File: src/rtl/dahb_master_param.sv
// dahb_master_param: single-outstanding AHB master draining a request FIFO.
// Define DAHB_LOAD_BYPASS_EN for the low-latency request path (IDLE->ADDR on an immediate grant).
module dahb_master_param #(
  parameter int DATA_W = 32,
  parameter int ADDR_W = 32,
  parameter int DEPTH  = 8,
  parameter int PTR_W  = 3
) (
  input  logic              HCLK,
  input  logic              HRESETn,
  input  logic              HGRANT,
  input  logic              HREADY,
  input  logic [1:0]        HRESP,
  input  logic [DATA_W-1:0] HRDATA,
  output logic              HBUSREQ,
  output logic              HLOCK,
  output logic [1:0]        HTRANS,
  output logic [ADDR_W-1:0] HADDR,
  output logic              HWRITE,
  output logic [2:0]        HSIZE,
  output logic [2:0]        HBURST,
  output logic [3:0]        HPROT,
  output logic [DATA_W-1:0] HWDATA,
  input  logic              req_valid,
  output logic              req_ready,
  input  logic              req_write,
  input  logic [2:0]        req_size,
  input  logic [ADDR_W-1:0] req_addr,
  input  logic [DATA_W-1:0] req_wdata,
  output logic              rd_valid,
  output logic [DATA_W-1:0] rd_data,
  output logic              rd_err,
  output logic              wr_err,
  output logic [PTR_W:0]    pend_cnt
);
  typedef enum logic [1:0] {IDLE, REQ, ADDR, DATA} state_t;
  typedef struct packed {
    logic [2:0]        size;
    logic              write;
    logic [DATA_W-1:0] wdata;
    logic [ADDR_W-1:0] addr;
  } entry_t;
  state_t state, state_nx;
  entry_t mem [DEPTH];
  entry_t head;
  logic [PTR_W-1:0] wr_ptr, rd_ptr;
  logic push, pop, done, ok, byp, go;
  assign head      = mem[rd_ptr];
  assign req_ready = pend_cnt != (PTR_W+1)'(DEPTH);
  assign push      = req_valid && req_ready;
  assign done      = state == DATA && HREADY;
  assign ok        = !HRESP[1];
  assign pop       = done && ok;
`ifdef DAHB_LOAD_BYPASS_EN
  assign byp = HRESETn && state == IDLE && pend_cnt == '0 && req_valid;
`else
  assign byp = 1'b0;
`endif
  assign go = byp && HGRANT && HREADY;
  always_comb begin
    state_nx = state;
    unique case (state)
      IDLE: state_nx = go ? ADDR : (pend_cnt != '0 || push) ? REQ : IDLE;
      REQ:  state_nx = (HGRANT && HREADY) ? ADDR : REQ;
      ADDR: state_nx = HREADY ? DATA : ADDR;
      DATA: state_nx = HREADY ? (ok ? IDLE : REQ) : DATA;
    endcase
  end
  always_ff @(posedge HCLK or negedge HRESETn) begin
    if (!HRESETn) begin
      state    <= IDLE;
      wr_ptr   <= '0;
      rd_ptr   <= '0;
      pend_cnt <= '0;
      HWDATA   <= '0;
    end else begin
      state    <= state_nx;
      wr_ptr   <= wr_ptr + PTR_W'(push);
      rd_ptr   <= rd_ptr + PTR_W'(pop);
      pend_cnt <= pend_cnt + (PTR_W+1)'(push) - (PTR_W+1)'(pop);
      if (state == ADDR && HREADY) HWDATA <= head.wdata;
    end
  end
  always_ff @(posedge HCLK)
    if (push) mem[wr_ptr] <= {req_size, req_write, req_wdata, req_addr};
  assign HBUSREQ  = state == REQ || byp;
  assign HLOCK    = 1'b0;
  assign HBURST   = 3'b000;
  assign HPROT    = 4'b0011;
  assign HTRANS   = state == ADDR ? 2'b10 : 2'b00;
  assign HADDR    = state == ADDR ? head.addr : '0;
  assign HWRITE   = state == ADDR && head.write;
  assign HSIZE    = state == ADDR ? head.size : 3'b000;
  assign rd_data  = HRDATA;
  assign rd_valid = pop && !head.write;
  assign rd_err   = rd_valid && HRESP == 2'b01;
  assign wr_err   = pop && head.write && HRESP == 2'b01;
endmodule

File: config.mk
export PLATFORM = sky130hd
export DESIGN_NAME = dahb_master_param
export DESIGN_NICKNAME = d
export VERILOG_FILES = /design/src/rtl/dahb_master_param.sv
export SDC_FILE = /design/constraint.sdc
export NUM_CORES = 1
export LEC_CHECK = 0
export CAP_MARGIN = 20
export CORE_MARGIN = 5
export CORE_UTILIZATION = 38
export DETAILED_ROUTE_END_ITERATION = 8
export SYNTH_ARGS = -nofsm -noshare
export SYNTH_HDL_FRONTEND = slang
export SYNTH_SLANG_ARGS = --single-unit
File: constraint.sdc
create_clock -name HCLK -period 8.1 [get_ports HCLK]
set_input_delay 1.62 -clock HCLK [delete_from_list [all_inputs] [get_ports HCLK]]
set_output_delay 1.62 -clock HCLK [all_outputs]
set_load 0.005 [all_outputs]
==> flow_summary.ini <==
[floorplanning]
die_h_microns = 255
initial_core_util_pct = 38.2
core-area_sq_um = 60000
num_rows = 90
fp.dieArea_sq_um = 65300
die_x_microns = 255
top_level_ports = 226

[yosys]
ys.flop_type = edfxtp_1
synth_most_common_cell = edfxtp_1
yosysTopAreaCell = edfxtp_1
yosysTopAreaCellShare_pct = 71.3
yosys-top-cells-count = edfxtp_1 (544), mux2i_1 (100), mux4_2 (72)
ys_seq_area_share_pct = 76.1
synth_area_sq_um = 22900
ys_seq_elements = 588
netlist_top_cells_area = edfxtp_1 (71%), mux4_2 (7.1%), dfrtp_1 (4.8%), mux2i_1 (4.4%), mux2_2 (3.2%)
syn_area_per_cell_sq_um = 19.9
synth.distinct_cells = 38
syn_inst = 1150
yosys_warnings = 0
postSynth.asyncResetShare_pct = 7.48
synth_edf_count = 544

[drt]
drt_iter0_markers = 555
wire_per_inst_microns = 23.3
num_vias = 10900
routed_wl_microns = 49400
firstDrtPassIters = 4
ant_nets = 0
drc = 0
vias_per_cell = 5.14

[placed_design]
dp.cells = 2018
dpl.hpwl_microns = 26100
place_congestion = 0.686
port_buffers = 152

[sta]
final_hold_viol_count = 0
tns_ns = 0
max_freq_mhz = 187
slew_viol_final = 0
finalCritPeriodShare_pct = 66.1
setup_viol = 0
period_minus_slack_ns = 5.35
relSlewSlack_pct = 24.3
tightest_slew_ns = 1.14
grt_setup_unrepaired = no
clock_skew_ns = 0.0229

[layout]
area_growth_pct = 17.6
post-route-util_pct = 44.9
nets = 1414
drive_gt1_share_pct = 20.2
antennaDiodeCount = 0
fin_cells = 2124

[clock_tree]
cts_buffers = 58
post_cts_resized = 0
cts_tree = built
clkTransAtPathRegs_ns = 0.06
ctsLongestPathBuffers = 3
post_cts_buffers = 0
clock_sinks = 588
root_buffer = clkbuf_16
clk_latency_ns = 0.61
ctsHoldBuffers = 0
cts-htree-levels = 2

[power]
total_power_mw = 9.17
vdd_drop_max_mv = 0.336
cellPowerDensity_nw_per_um2 = 341
leakagePower_nw = 8.96

[worst_setup_path]
cp_data_required_time_ns = 6.48
crit_chain = buf_4 -> mux4_2 -> mux2i_1 -> and3_1 -> clkdlybuf4s50_1
slowest_stage = dfrtp_4
cp.arrival_ns = 3.73
regToRegSetupSlack_ns = 4.85
crit_fanout = 48
endpoint_kind = output port
crit_type = flop to output port
cp-start-kind = flop
critPathBufInv = 2
slowest_delay_ns = 0.73
critPathTopFamily = buffers and inverters

[grt]
antenna_found_initial = 6
grt_max_degree = 144
grt_pass1_wl_microns = 74600
track_usage_pct = 14.9
grt_pass1_vias = 11600
grt_overflow = 0

[status]
outcome = finished clean

[job]
drv_cap = 0

[worst_hold_path]
hp-class = flop to flop
-- cell usage in the layout (no fill, tap or decap), types with 2 or more instances in the layout --
cell | netlist | routed
clkbuf_8 | 0 | 6
nor2b_1 | 4 | 3
inv_6 | 0 | 2
a22o_1 | 32 | 32
mux2i_1 | 100 | 100
nand2_1 | 37 | 37
conb_1 | 2 | 9
inv_1 | 9 | 9
nor2_1 | 42 | 38
clkbuf_1 | 21 | 25
o22ai_1 | 32 | 32
nor3_2 | 0 | 4
ha_1 | 10 | 10
clkinvlp_4 | 0 | 2
buf_4 | 54 | 24
clkdlybuf4s50_1 | 0 | 151
dfrtp_4 | 0 | 2
mux2_2 | 65 | 65
edfxtp_1 | 544 | 544
clkbuf_16 | 0 | 58
nand2b_1 | 4 | 2
nor2_4 | 0 | 4
nand2b_2 | 0 | 2
bufinv_16 | 0 | 4
buf_12 | 0 | 2
dfrtp_1 | 44 | 41
xor2_1 | 3 | 3
mux4_2 | 72 | 72
o31ai_2 | 15 | 15
clkinv_2 | 0 | 3
o31ai_1 | 17 | 17
clkinv_1 | 0 | 5
-- layer usage --
metal	part of all wire, %	global-route usage, %
met2	50	25.6
met5	0.16	0
met1	43	19.6
met4	1.8	3.64
met3	4.8	3.11
-- per-stage QoR --
stage	hold WS [ns]	instance area, sq um	setup WS, ns
floorplan	0.473	22900	1.06
global placement	0.463	25100	3.07
detailed placement	0.472	25100	3.08
CTS	0.483	26900	2.66
global route	0.502	26900	2.57
finish	0.480	26900	2.75
-- flip-flops by register name, summed over array words and instances (netlist names) --
| register | flops |
|---|---|
| rd_ptr | 3 |
| state | 2 |
| HWDATA | 32 |
| wr_ptr | 3 |
| mem | 544 |
| pend_cnt | 4 |
-- worst paths after layout --
path	endpoint	cells after the start	start
worst max-delay path	rd_err	5	rd_ptr[1]$_DFF_PN0_
max in group asynchronous	rd_ptr[0]$_DFF_PN0_	2	HRESETn
worst min register to register	HWDATA[17]$_DFFE_PN0P_	2	HWDATA[17]$_DFFE_PN0P_
min in group asynchronous	HWDATA[18]$_DFFE_PN0P_	2	HRESETn
worst max register to register	mem[3][25]$_DFFE_PP_	6	pend_cnt[2]$_DFF_PN0_
worst min-delay path	HWDATA[17]$_DFFE_PN0P_	2	HWDATA[17]$_DFFE_PN0P_
-- power by group --
part	switching, mW	internal, mW	total (mW)
clock	1.08	1.51	2.59
sequential	0.223	3.86	4.08
combinational	1.32	1.18	2.50
total	2.62	6.55	9.17
-- cell type report --
class / instances / area, sq um
sequential: 588 / 17400
inverter: 9 / 33.8
timing repair buffer: 178 / 1740
fill: 5148 / 33100
clock buffer: 89 / 1630
tap: 782 / 978
multi-input combinational: 461 / 4900
clock inverter: 17 / 203
-- worst min-delay path, stage by stage (launching register included) --
cell and delay [ns]:
dfrtp_1 0.34, nand2_1 0.05, o31ai_1 0.05
-- logic make-up after synthesis --
kind of cell | share of synthesized area, %
compound gates | 3.61
xor+xnor | 0.153
fa+ha+maj | 0.634
buf+inv | 2.92
flops | 76.1
mux | 14.6
other cells | 0.0328
simple gates | 1.87
Note: power is estimated with default switching activity, not from simulation.
